<file path="config.mk">
export PLATFORM = sky130hd
export DESIGN_NAME = uart_alu_ctrl
export DESIGN_NICKNAME = d
export VERILOG_FILES = /design/src/rtl/uart_alu_pkg.sv /design/src/rtl/uart_alu_acc.sv /design/src/rtl/uart_alu_ctrl.sv
export SDC_FILE = /design/constraint.sdc
export NUM_CORES = 1
export LEC_CHECK = 0
export BUFFER_PORTS_ARGS = -buffer_cell sky130_fd_sc_hd__buf_2
export CORE_MARGIN = 8
export CORE_UTILIZATION = 55
export CTS_CLUSTER_DIAMETER = 150
export DETAILED_ROUTE_END_ITERATION = 16
export GPL_TIMING_DRIVEN = 1
export HOLD_SLACK_MARGIN = 0.03
export PLACE_DENSITY = 0.72
export SLEW_MARGIN = 20
export SYNTH_ARGS = -nofsm -noshare
export SYNTH_HDL_FRONTEND = slang
export SYNTH_SLANG_ARGS = --single-unit
</file>
<file path="constraint.sdc">
create_clock -name clk_i -period 3.37 [get_ports clk_i]
set_clock_uncertainty 0.2 [all_clocks]
set_input_delay 0.674 -clock clk_i [delete_from_list [all_inputs] [get_ports clk_i]]
set_output_delay 0.674 -clock clk_i [all_outputs]
set_load 0.02 [all_outputs]
</file>
<file path="src/rtl/uart_alu_pkg.sv">
// Shared types and constants for the UART command sequencer.
// Holds the FSM state encoding, the opcode values and the frame header size.
package uart_alu_pkg;

  typedef enum logic [2:0] {
    IDLE,
    RSVD,
    LEN_LO,
    LEN_HI,
    ECHO,
    ACC,
    RESP,
    DRAIN
  } state_t;

  localparam logic [7:0] OP_ECHO   = 8'hEC;
  localparam logic [7:0] OP_ADD    = 8'hA0;
  localparam int         HDR_BYTES = 4;

endpackage

</file>
<file path="src/rtl/uart_alu_acc.sv">
// Operand assembler and accumulator for the ADD command.
// Bytes arrive LSB first; each completed operand loads or adds into the accumulator.
module uart_alu_acc #(
  parameter int DATA_WIDTH = 8,
  parameter int OPER_WIDTH = 32
) (
  input  logic                  clk,
  input  logic                  rst,
  input  logic                  clear,
  input  logic                  byte_stb,
  input  logic [DATA_WIDTH-1:0] byte_data,
  output logic                  oper_done,
  output logic [OPER_WIDTH-1:0] acc
);

  localparam int NB = OPER_WIDTH / DATA_WIDTH;
  localparam int IW = (NB > 1) ? $clog2(NB) : 1;

  logic [IW-1:0]         idx;
  logic [OPER_WIDTH-1:0] shreg;
  logic [OPER_WIDTH-1:0] operand;
  logic                  first_oper;

  // The newest byte enters at the top, so after NB shifts byte 0 sits at the LSB.
  assign operand   = {byte_data, shreg[OPER_WIDTH-1:DATA_WIDTH]};
  assign oper_done = byte_stb && (idx == IW'(NB - 1));

  always_ff @(posedge clk or posedge rst) begin
    if (rst) begin
      idx        <= '0;
      shreg      <= '0;
      acc        <= '0;
      first_oper <= 1'b1;
    end else if (clear) begin
      idx        <= '0;
      shreg      <= '0;
      first_oper <= 1'b1;
    end else if (byte_stb) begin
      shreg <= operand;
      idx   <= oper_done ? '0 : idx + IW'(1);
      if (oper_done) begin
        acc        <= first_oper ? operand : acc + operand;
        first_oper <= 1'b0;
      end
    end
  end

endmodule

</file>
<file path="src/rtl/uart_alu_ctrl.sv">
// Command sequencer between the UART RX/TX byte streams and the ADD accumulator.
// Parses framed commands, echoes payloads or returns 32-bit sums LSB first.
module uart_alu_ctrl #(
  parameter int DATA_WIDTH = 8,
  parameter int OPER_WIDTH = 32,
  parameter int LEN_WIDTH  = 16
) (
  input  logic                  clk_i,
  input  logic                  rst_i,
  input  logic [DATA_WIDTH-1:0] rx_tdata_i,
  input  logic                  rx_tvalid_i,
  output logic                  rx_tready_o,
  output logic [DATA_WIDTH-1:0] tx_tdata_o,
  output logic                  tx_tvalid_o,
  input  logic                  tx_tready_i,
  output logic                  busy_o,
  output logic                  err_o
);

  import uart_alu_pkg::*;

  localparam int NB = OPER_WIDTH / DATA_WIDTH;
  localparam int IW = (NB > 1) ? $clog2(NB) : 1;

  state_t                  state, state_n;
  logic [DATA_WIDTH-1:0]   opcode;
  logic [DATA_WIDTH-1:0]   len_lo;
  logic [LEN_WIDTH-1:0]    count;
  logic [LEN_WIDTH-1:0]    len_full;
  logic [LEN_WIDTH-1:0]    remaining;
  logic [IW-1:0]           resp_idx;
  logic                    err_q;
  logic                    err_set;
  logic                    count_load;
  logic                    count_dec;
  logic                    acc_clear;
  logic                    acc_stb;
  logic                    oper_done;
  logic                    ready_st;
  logic [OPER_WIDTH-1:0]   acc_val;

  assign len_full  = LEN_WIDTH'({rx_tdata_i, len_lo});
  assign remaining = len_full - LEN_WIDTH'(HDR_BYTES);
  assign acc_stb   = (state == ACC) && rx_tvalid_i;
  assign busy_o    = (state != IDLE);
  assign err_o     = err_q;
  // Ready is forced low during reset even though IDLE otherwise accepts.
  assign rx_tready_o = ready_st && !rst_i;

  uart_alu_acc #(
    .DATA_WIDTH(DATA_WIDTH),
    .OPER_WIDTH(OPER_WIDTH)
  ) u_acc (
    .clk      (clk_i),
    .rst      (rst_i),
    .clear    (acc_clear),
    .byte_stb (acc_stb),
    .byte_data(rx_tdata_i),
    .oper_done(oper_done),
    .acc      (acc_val)
  );

  always_ff @(posedge clk_i or posedge rst_i) begin
    if (rst_i) state <= IDLE;
    else       state <= state_n;
  end

  always_comb begin
    state_n     = state;
    ready_st    = 1'b0;
    tx_tvalid_o = 1'b0;
    tx_tdata_o  = '0;
    err_set     = 1'b0;
    count_load  = 1'b0;
    count_dec   = 1'b0;
    acc_clear   = 1'b0;
    case (state)
      IDLE: begin
        ready_st = 1'b1;
        if (rx_tvalid_i) state_n = RSVD;
      end
      RSVD: begin
        ready_st = 1'b1;
        if (rx_tvalid_i) state_n = LEN_LO;
      end
      LEN_LO: begin
        ready_st = 1'b1;
        if (rx_tvalid_i) state_n = LEN_HI;
      end
      // Whole-frame validation happens here, on the len_hi handshake.
      LEN_HI: begin
        ready_st = 1'b1;
        if (rx_tvalid_i) begin
          count_load = 1'b1;
          state_n    = IDLE;
          if (len_full < LEN_WIDTH'(HDR_BYTES)) begin
            err_set = 1'b1;
          end else if (opcode == OP_ECHO) begin
            if (remaining != '0) state_n = ECHO;
          end else if (opcode == OP_ADD && remaining != '0 && remaining[IW-1:0] == '0) begin
            state_n   = ACC;
            acc_clear = 1'b1;
          end else begin
            err_set = 1'b1;
            if (remaining != '0) state_n = DRAIN;
          end
        end
      end
      ECHO: begin
        ready_st    = tx_tready_i;
        tx_tvalid_o = rx_tvalid_i;
        tx_tdata_o  = rx_tdata_i;
        if (rx_tvalid_i && tx_tready_i) begin
          count_dec = 1'b1;
          if (count == LEN_WIDTH'(1)) state_n = IDLE;
        end
      end
      ACC: begin
        ready_st = 1'b1;
        if (rx_tvalid_i) begin
          count_dec = 1'b1;
          if (oper_done && count == LEN_WIDTH'(1)) state_n = RESP;
        end
      end
      RESP: begin
        tx_tvalid_o = 1'b1;
        tx_tdata_o  = acc_val[resp_idx*DATA_WIDTH +: DATA_WIDTH];
        if (tx_tready_i && resp_idx == IW'(NB - 1)) state_n = IDLE;
      end
      DRAIN: begin
        ready_st = 1'b1;
        if (rx_tvalid_i) begin
          count_dec = 1'b1;
          if (count == LEN_WIDTH'(1)) state_n = IDLE;
        end
      end
      default: state_n = IDLE;
    endcase
  end

  always_ff @(posedge clk_i or posedge rst_i) begin
    if (rst_i) begin
      opcode   <= '0;
      len_lo   <= '0;
      count    <= '0;
      resp_idx <= '0;
      err_q    <= 1'b0;
    end else begin
      err_q <= err_set;
      if (state == IDLE && rx_tvalid_i)   opcode <= rx_tdata_i;
      if (state == LEN_LO && rx_tvalid_i) len_lo <= rx_tdata_i;
      if (count_load)     count <= remaining;
      else if (count_dec) count <= count - LEN_WIDTH'(1);
      if (state != RESP)      resp_idx <= '0;
      else if (tx_tready_i)   resp_idx <= resp_idx + IW'(1);
    end
  end

endmodule

</file>
==> results of run 1 <==
==> worst max-delay path, stage by stage, from the launching register on <==
cell,delay [ps]
dfrtp_1,420
ha_1,310
a211oi_1,370
o21bai_1,200
o211ai_1,410
a21oi_1,190
o21ai_0,260
nand4_1,130
nand2_1,160
mux2i_1,220
a32oi_1,110
==> per-stage QoR <==
step / instances / setup WS, ps
6_report: 977 / 247
5_1_grt: 977 / 53.0
4_1_cts: 977 / 168
3_5_place_dp: 961 / 201
3_3_place_gp: 961 / 329
2_1_floorplan: 796 / 510
==> cell usage after synthesis, types with 14 or more instances <==
cell type  count
ha_1          37
xnor2_1       19
mux2i_1       15
a21o_1        16
nor3_1        16
xor2_1        17
o21ai_0       66
nand2_1      104
clkbuf_1      39
dfrtp_1       96
mux2_2        14
inv_1         17
a31oi_1       15
nor2_1        68
a21oi_1       92
==> area by class of cell <==
type	instances	area (um2)
sequential	97	2430
timing repair buffer	43	290
fill	1069	4640
inverter	18	71.3
clock buffer	10	229
tap	168	210
clock inverter	6	50.0
multi-input combinational	635	4140
==> routing by layer <==
| metal | vias up | share of wire | global-route usage |
|---|---|---|---|
| met5 | - | 0 | 0 |
| met4 | 0 | 0.029 | 0.0959 |
| met3 | 44 | 0.085 | 0.0607 |
| met2 | 226 | 0.44 | 0.337 |
| met1 | 2880 | 0.45 | 0.327 |
| li1 | 2877 | - | - |
==> worst max path at each step <==
stage / startpoint / end / slack [ps] / depth (start not counted)
6_report: u_acc.shreg[9]$_DFFE_PP0P_ / u_acc.acc[31]$_DFFE_PP0P_ / 250 / 10
2_1_floorplan: u_acc.acc[0]$_DFFE_PP0P_ / u_acc.acc[28]$_DFFE_PP0P_ / 510 / 11
5_1_grt: u_acc.acc[0]$_DFFE_PP0P_ / u_acc.acc[28]$_DFFE_PP0P_ / 50 / 12
3_5_place_dp: u_acc.acc[0]$_DFFE_PP0P_ / u_acc.acc[28]$_DFFE_PP0P_ / 200 / 12
3_3_place_gp: u_acc.acc[0]$_DFFE_PP0P_ / u_acc.acc[28]$_DFFE_PP0P_ / 330 / 12
4_1_cts: u_acc.acc[0]$_DFFE_PP0P_ / u_acc.acc[28]$_DFFE_PP0P_ / 170 / 12
==> sequential cells by signal, indices dropped and copies added (netlist names) <==
| name | count |
|---|---|
| u_acc.first_oper | 1 |
| state | 3 |
| count | 16 |
| len_lo | 8 |
| resp_idx | 2 |
| u_acc.acc | 32 |
| u_acc.shreg | 24 |
| err_o | 1 |
| u_acc.idx | 2 |
| opcode | 8 |
==> logic make-up (layout without fill, tap and decap cells) <==
| group | after synthesis | after routing | share of synthesized area |
|---|---|---|---|
| and+or+nand+nor | 274 | 274 | 0.197 |
| muxes | 37 | 37 | 0.0716 |
| buffers and inverters | 64 | 77 | 0.0380 |
| xor gates and xnor gates | 36 | 36 | 0.0463 |
| DFF | 97 | 97 | 0.356 |
| AOI/OAI and AO/OA | 250 | 250 | 0.220 |
| adders and majority gates | 38 | 38 | 0.0709 |
==> cell usage in the layout (no fill, tap or decap), types with 5 or more instances in the layout <==
| cell | count |
|---|---|
| and3_1 | 11 |
| ha_1 | 37 |
| mux2i_1 | 15 |
| a21oi_2 | 11 |
| buf_2 | 23 |
| xor2_1 | 17 |
| o22a_1 | 5 |
| a21o_1 | 16 |
| o21ai_0 | 66 |
| o211ai_1 | 7 |
| nand2b_1 | 10 |
| nand2_1 | 104 |
| nand3_1 | 11 |
| nor3_1 | 16 |
| nand4_1 | 8 |
| buf_4 | 18 |
| and2_1 | 5 |
| inv_1 | 16 |
| o21a_1 | 9 |
| nor2b_1 | 6 |
| dfrtp_1 | 96 |
| a31oi_1 | 15 |
| mux4_2 | 8 |
| nor2_1 | 68 |
| clkbuf_16 | 9 |
| xnor2_1 | 19 |
| a21oi_1 | 92 |
| mux2_2 | 14 |
==> power groups by stage <==
stage | combinational, mW | clock (mW) | sequential [mW]
final | 2.63 | 1.01 | 2.09
after global routing | 2.94 | 1.07 | 2.15
after CTS | 2.60 | 1.02 | 2.08
after detailed placement | 2.58 | 0 | 2.10
after global placement | 2.50 | 0 | 2.07
after floorplan | 2.11 | 0 | 1.89
==> out/qor.yml, run 1 <==
run_status:
  outcome: "finished, final reports clean"
timing:
  max_slew_margin: 0.476
  finalSetupTns_ps: 0
  final-hold-violation-count: 0
  maxSlewViolCount: 0
  fin_crit_sh: 0.927
  setup_viol: 0
  whs_ps: 142
  worstMarginPinSlew_ps: 784
  period_minus_slack_ps: 3120
  grt_setup_unrepaired: "false"
  max_clock_freq_mhz: 320
power_and_ir_drop:
  cellLeakagePower_nw: 3.31
  power.total_mw: 5.73
  swShare: 0.440
  p_per_area_nw_per_um2: 771
  peakVddDrop_uv: 345
  switching_power_mw: 2.52
  combPwrFrac: 0.459
  clkPwrFrac: 0.176
  p_int_mw: 3.21
  power_frac_seq: 0.365
setup_path:
  required_ps: 3390
  rrSetupSlack_ps: 250
  start_kind: "flip-flop"
  crit_type: "reg -> reg"
  cp_max_fo: 4
  worstRegToRegCells: 10
  r2r-start: "u_acc.shreg[9]$_DFFE_PP0P_"
  rr_endpoint: "u_acc.acc[31]$_DFFE_PP0P_"
  arrival_ps: 3140
  end_kind: "flip-flop"
floorplan:
  die_w_um: 127
  row_count: 40
  fp.dieArea_um2: 16200
  die_h_um: 127
  io_pins: 24
  core_um2: 12100
  start_util: 0.565
synth:
  synth_top_area_share: 0.352
  synth_edf_count: 0
  ys.flop_type: "dfrtp_1"
  yosysWarnings: 0
  synth_area_leaders: "dfrtp_1 35%, ha_1 6.8%, a21oi_1 6.8%, nand2_1 5.7%, o21ai_0 4.8%"
  synthArstFlopShare: 1.00
  avgSynthCellArea_um2: 8.56
  synth.distinct_cells: 65
  synth-seq-cells: 97
  synth_top_cell_by_area: "dfrtp_1"
  synth_area_um2: 6820
  syn_inst: 796
  syn_nets: 846
  ys_seq_area_frac: 0.356
finish:
  layout-drive-gt1-share: 0.132
  post-route-util: 0.615
  final_net_count: 854
  num_antenna_cells: 0
  stdcell_area_um2: 7420
  syn2layout_area_growth_pct: 8.92
clock_network:
  cts_resized: 0
  ctsHoldBuffers: 0
  root_buffer: "clkbuf_16"
  tritoncts: "done"
  clock_latency_ps: 360
  clockBufferDepth: 2
  postCtsSetupRepairBufs: 0
  cts.clk_slew.worst_paths_ps: 70
  cts.sinks: 97
  numCtsBuffers: 9
  h-tree-depth: 3
drt:
  drt_iter0_drc: 562
  drt-wirelength-per-cell_um: 18.9
  antenna_left: 0
  finalWirelength_um: 18500
  drt-pass1-iter-count: 7
  drc: 0
  vias: 6027
  via_per_inst: 6.17
global_routing:
  grt_usage: 0.234
  grt_max_degree: 79
  grt-ovfl-total: 0
  grt_pass1_wl_um: 30000
  grt_pass1_vias: 5667
  antenna_found_initial: 0
min_path:
  hp-class: "in -> async"
placed_design:
  hpwl_um: 13400
  gp_congestion: 0.940
  port_buffers: 23
  place_area_um2: 7130
run:
  max_cap_violations: 0
(Power assumes the default switching activity.)
==> inputs of run 2 (changes only) <==
--- a/config.mk
+++ b/config.mk
@@ -7,12 +7,13 @@
 export LEC_CHECK = 0
 export BUFFER_PORTS_ARGS = -buffer_cell sky130_fd_sc_hd__buf_2
 export CORE_MARGIN = 8
-export CORE_UTILIZATION = 55
+export CORE_UTILIZATION = 42
 export CTS_CLUSTER_DIAMETER = 150
 export DETAILED_ROUTE_END_ITERATION = 16
 export GPL_TIMING_DRIVEN = 1
 export HOLD_SLACK_MARGIN = 0.03
-export PLACE_DENSITY = 0.72
+export MAX_ROUTING_LAYER = met4
+export PLACE_DENSITY = 0.57
 export SLEW_MARGIN = 20
 export SYNTH_ARGS = -nofsm -noshare
 export SYNTH_HDL_FRONTEND = slang
==> run 2 against run 1 <==
Net effect:
- count of clock-buffer cells in the layout unchanged
- power up 2.0%
- worst setup slack gained 16 ps
- register-to-register slack improved by 20 ps
- sequential share of layout area fell by 0.50 points
- sequential power is essentially flat
- largest power group unchanged
- cell count up 5.4%
- largest cell class unchanged
==> out/qor.yml, run 2 (synthesis gave the netlist of run 1 again) <==
clock_network:
  clockBufferDepth: 2
  h-tree-depth: 3
  root_buffer: "clkbuf_16"
  numCtsBuffers: 9
  postCtsSetupRepairBufs: 0
  ctsHoldBuffers: 0
  clock_latency_ps: 360
  tritoncts: "done"
  cts.sinks: 97
  cts.clk_slew.worst_paths_ps: 80
run_status:
  outcome: "finished, final reports clean"
drt:
  vias: 5989
  antenna_left: 0
  finalWirelength_um: 19500
  drt_iter0_drc: 515
  drc: 0
  drt-wirelength-per-cell_um: 18.9
  drt-pass1-iter-count: 7
  via_per_inst: 5.81
finish:
  top_register: "u_acc.acc"
  largest_reg_flops: 32
  final_net_count: 859
  final_common_cell: "nand2_1"
  reg_top3: "u_acc.acc: 32 flops, u_acc.shreg: 24 flops, count: 16 flops"
  layout-drive-gt1-share: 0.136
  mostFrequentLayoutCells: "104 x nand2_1, 96 x dfrtp_1, 92 x a21oi_1"
  num_antenna_cells: 0
  syn2layout_area_growth_pct: 10.6
setup_path:
  worstRegToRegCells: 12
  r2r-start: "u_acc.acc[0]$_DFFE_PP0P_"
  rr_endpoint: "u_acc.acc[28]$_DFFE_PP0P_"
  crit_type: "reg -> reg"
  end_kind: "flip-flop"
  cp_max_fo: 4
  arrival_ps: 3160
  start_kind: "flip-flop"
  required_ps: 3420
  rrSetupSlack_ps: 260
timing:
  setup_viol: 0
  grt_setup_unrepaired: "false"
  finalSetupTns_ps: 0
  final-hold-violation-count: 0
  fin_crit_sh: 0.922
  maxSlewViolCount: 0
  period_minus_slack_ps: 3110
  max_clock_freq_mhz: 322
  worstMarginPinSlew_ps: 874
  max_slew_margin: 0.416
placed_design:
  gp_congestion: 0.976
  port_buffers: 23
  hpwl_um: 14300
global_routing:
  grt_usage: 0.204
  grt_pass1_vias: 5889
  grt_pass1_wl_um: 31900
  grt-ovfl-total: 0
  grt_max_degree: 54
  antenna_found_initial: 0
power_and_ir_drop:
  power.total_mw: 5.84
  peakVddDrop_uv: 343
  p_per_area_nw_per_um2: 775
  cellLeakagePower_nw: 3.34
floorplan:
  die_w_um: 143
  fp.dieArea_um2: 20600
  core_um2: 15900
  io_pins: 24
  row_count: 46
  start_util: 0.429
  die_h_um: 143
min_path:
  hp-class: "in -> async"
run:
  max_cap_violations: 0
run 2: changes by cell type in the layout (fill, tap and decap cells not counted):
cell       before  now
clkinv_2        1    0
bufinv_16       0    1
clkinv_4        1    0
a211oi_1        4    5
inv_6           2    4
buf_4          18   23
inv_8           1    0
a211oi_2        1    0
run 2: area by class of cell:
class / count / area [um2]
fill: 1582 / 8350
clock inverter: 6 / 72.6
timing repair buffer: 48 / 328
inverter: 18 / 71.3
clock buffer: 10 / 229
multi-input combinational: 635 / 4140
tap: 216 / 270
sequential: 97 / 2430
run 2: where the power goes:
part | leakage (nW) | total, mW | switching, mW | internal (mW)
sequential | 1.25 | 2.10 | 0.511 | 1.59
clock | 0.144 | 1.09 | 0.499 | 0.588
combinational | 1.95 | 2.65 | 1.53 | 1.12
run 2: worst max path at each step:
stage,startpoint,endpoint,slack (ps)
final,u_acc.acc[0]$_DFFE_PP0P_,u_acc.acc[28]$_DFFE_PP0P_,260
after global routing,u_acc.acc[0]$_DFFE_PP0P_,u_acc.acc[28]$_DFFE_PP0P_,40
after CTS,u_acc.acc[0]$_DFFE_PP0P_,u_acc.acc[28]$_DFFE_PP0P_,200
after detailed placement,u_acc.acc[0]$_DFFE_PP0P_,u_acc.acc[28]$_DFFE_PP0P_,210
after global placement,u_acc.acc[0]$_DFFE_PP0P_,u_acc.acc[28]$_DFFE_PP0P_,270
after floorplan,u_acc.acc[0]$_DFFE_PP0P_,u_acc.acc[28]$_DFFE_PP0P_,510
run 2: critical path, cell delays in order (launching register included):
cell and delay [ps]:
dfrtp_1 390, ha_1 210, inv_1 60, fa_1 400, nand2b_1 190, a21o_1 170
a211oi_1 210, buf_4 180, o211ai_1 120, nand3_2 150, a41oi_1 180, nor4b_1 190
o32a_1 360
run 2: repair_timing:
| item | CTS | global route |
|---|---|---|
| resized for setup | 0 | 1 |
| endpoints found under the setup margin | 0 | 1 |
| hold endpoints to repair | 0 | 0 |
run 2: metrics by stage:
| stage | setup slack (ps) | hold slack [ps] | instances | util | cell area [um2] |
|---|---|---|---|---|---|
| 6_report | 263 | 169 | 1030 | 0.475 | 7540 |
| 3_3_place_gp | 275 | 293 | 1014 | 0.455 | 7230 |
| 4_1_cts | 199 | 178 | 1030 | 0.474 | 7530 |
| 5_1_grt | 39.5 | 198 | 1030 | 0.475 | 7540 |
| 2_1_floorplan | 510 | 271 | 796 | - | 6820 |
| 3_5_place_dp | 208 | 296 | 1014 | 0.455 | 7230 |
run 2: metal layers:
metal	vias up	GRT usage	wire length, um
li1	2892	-	-
met1	2897	0.276	9180
met2	176	0.305	8830
met3	24	0.0279	1010
met4	0	0.0802	443
met5	-	-	0
==> inputs of run 3 (changes only) <==
--- a/config.mk
+++ b/config.mk
@@ -6,14 +6,15 @@
 export NUM_CORES = 1
 export LEC_CHECK = 0
 export BUFFER_PORTS_ARGS = -buffer_cell sky130_fd_sc_hd__buf_2
+export CELL_PAD_IN_SITES_DETAIL_PLACEMENT = 0
+export CELL_PAD_IN_SITES_GLOBAL_PLACEMENT = 1
 export CORE_MARGIN = 8
 export CORE_UTILIZATION = 42
 export CTS_CLUSTER_DIAMETER = 150
 export DETAILED_ROUTE_END_ITERATION = 16
-export GPL_TIMING_DRIVEN = 1
 export HOLD_SLACK_MARGIN = 0.03
 export MAX_ROUTING_LAYER = met4
-export PLACE_DENSITY = 0.57
+export PLACE_DENSITY = 0.71
 export SLEW_MARGIN = 20
 export SYNTH_ARGS = -nofsm -noshare
 export SYNTH_HDL_FRONTEND = slang
==> run 3 against run 2 <==
Net effect:
- sequential power about the same
- combinational power increased by 2%
- cell count fell by 0.29%
- sequential cell count stayed put
- critical path type unchanged
- power increased by 1.1%
- non-clock buffer count fell by 3
- clock power is essentially flat
- global-route usage decreased by 0.091 points
- first-iteration DRC count rose by 0.78%
- via count fell by 0.72%
- utilization decreased by 0.079 points
- worst setup slack worse by 94 ps
==> out/qor.yml, run 3 (synthesis gave the netlist of run 1 again) <==
clock_network:
  numCtsBuffers: 9
  cts_resized: 0
  tritoncts: "done"
  h-tree-depth: 3
  postCtsSetupRepairBufs: 0
  cts.sinks: 97
  clockBufferDepth: 2
  clock_latency_ps: 350
  ctsHoldBuffers: 0
  cts.clk_slew.worst_paths_ps: 70
  root_buffer: "clkbuf_16"
floorplan:
  start_util: 0.429
  io_pins: 24
  core_um2: 15900
  fp.dieArea_um2: 20600
  row_count: 46
  die_h_um: 143
  die_w_um: 143
setup_path:
  max_stage_delay_ps: 400
  end_kind: "flip-flop"
  required_ps: 3410
  cp.buffers_inverters: 2
  cp_max_fo: 4
  arrival_ps: 3240
  start_kind: "flip-flop"
  path_cells: "ha_1, inv_1, fa_1, nand2b_1, a21o_1, a211oi_1, buf_4, o211ai_1, nand3_1, a41oi_1, nor4b_1, o32a_1"
  slowest_stage: "fa_1"
  crit_type: "reg -> reg"
  crit_family: "compound AO/OA/AOI/OAI gates"
finish:
  num_antenna_cells: 0
  mostFrequentLayoutCells: "104 x nand2_1, 96 x dfrtp_1, 92 x a21oi_1"
  syn2layout_area_growth_pct: 10.4
  instances_no_fill: 1027
  reg_top3: "u_acc.acc: 32 flops, u_acc.shreg: 24 flops, count: 16 flops"
  largest_reg_flops: 32
  top_register: "u_acc.acc"
  nFillCells: 1576
  layout-drive-gt1-share: 0.133
  final_common_cell: "nand2_1"
  final_net_count: 856
drt:
  via_per_inst: 5.79
  drt-wirelength-per-cell_um: 19.2
  drt-pass1-iter-count: 5
  drc: 0
  antenna_left: 0
  vias: 5946
  drt_iter0_drc: 519
  finalWirelength_um: 19700
power_and_ir_drop:
  p_per_area_nw_per_um2: 785
  power.total_mw: 5.91
  peakVddDrop_uv: 578
  cellLeakagePower_nw: 3.33
timing:
  max_slew_margin: 0.462
  grt_setup_unrepaired: "false"
  period_minus_slack_ps: 3200
  fin_crit_sh: 0.950
  setup_viol: 0
  finalSetupTns_ps: 0
  maxSlewViolCount: 0
  setup_ws_ps: 169
  max_clock_freq_mhz: 312
  worstMarginPinSlew_ps: 805
  final-hold-violation-count: 0
global_routing:
  gr-usage-met2: 0.298
  grt_use_met3: 0.0458
  grt_pass1_wl_um: 31300
  met1_usage: 0.281
  top_usage_layer: "met2"
  grt_max_degree: 98
  grt_pass1_vias: 5535
  antenna_found_initial: 0
  grt-ovfl-total: 0
  grt_usage: 0.203
run_status:
  outcome: "finished, final reports clean"
run:
  max_cap_violations: 0
placed_design:
  hpwl_um: 14800
  dp_cells: 1011
  port_buffers: 23
  dp_slack_ps: 247
  gp_congestion: 0.901
min_path:
  hp-class: "in -> async"
[run 3: path summary, 6_finish.rpt]
check | start | to | slack, ps | depth (start not counted)
max | u_acc.shreg[8]$_DFFE_PP0P_ | u_acc.acc[28]$_DFFE_PP0P_ | 170 | 12
min | rst_i | err_o$_DFF_PP0_ | 250 | 3
max reg2reg | u_acc.shreg[8]$_DFFE_PP0P_ | u_acc.acc[28]$_DFFE_PP0P_ | 170 | 12
min reg2reg | opcode[7]$_DFFE_PP0P_ | opcode[7]$_DFFE_PP0P_ | 310 | 1
max in group asynchronous | rst_i | u_acc.first_oper$_DFFE_PP1P_ | 2290 | 3
min in group clk_i | opcode[7]$_DFFE_PP0P_ | opcode[7]$_DFFE_PP0P_ | 310 | 1
[run 3: power by group]
group          total [mW]  internal, mW  switching (mW)
sequential           2.12          1.59           0.527
clock                1.10         0.635           0.461
combinational        2.69          1.13            1.57
total                5.91          3.35            2.56
[run 3: cell type report]
cell class                 instances  area, um2  share of cell area
clock buffer                      12        267              0.0354
sequential                        97       2430               0.323
tap                              216        270              0.0359
multi-input combinational        635       4130               0.549
inverter                          18       71.3             0.00948
timing repair buffer              45        305              0.0406
clock inverter                     4       50.0             0.00665
[run 3: worst reg2reg max path, delay by kind of cell (launching register included)]
| family | cells | cell delay (ps) |
|---|---|---|
| adder cells (fa/ha/maj) | 2 | 600 |
| AO/OA/AOI/OAI | 5 | 1080 |
| buffers and inverters | 2 | 250 |
| AND/OR/NAND/NOR | 3 | 580 |
| flip-flops | 1 | 380 |
[run 3: per-layer routing]
| layer | vias up | share of wire |
|---|---|---|
| met5 | - | 0 |
| met4 | 0 | 0.0093 |
| met3 | 15 | 0.058 |
| met2 | 157 | 0.45 |
| met1 | 2891 | 0.48 |
| li1 | 2883 | - |
[run 3: stage by stage]
stage | hold WS (ps) | instance area (um2) | util
2_1_floorplan | 271 | 6820 | -
3_3_place_gp | 283 | 7210 | 0.454
3_5_place_dp | 296 | 7210 | 0.454
4_1_cts | 303 | 7530 | 0.474
5_1_grt | 317 | 7530 | 0.474
6_report | 252 | 7530 | 0.474
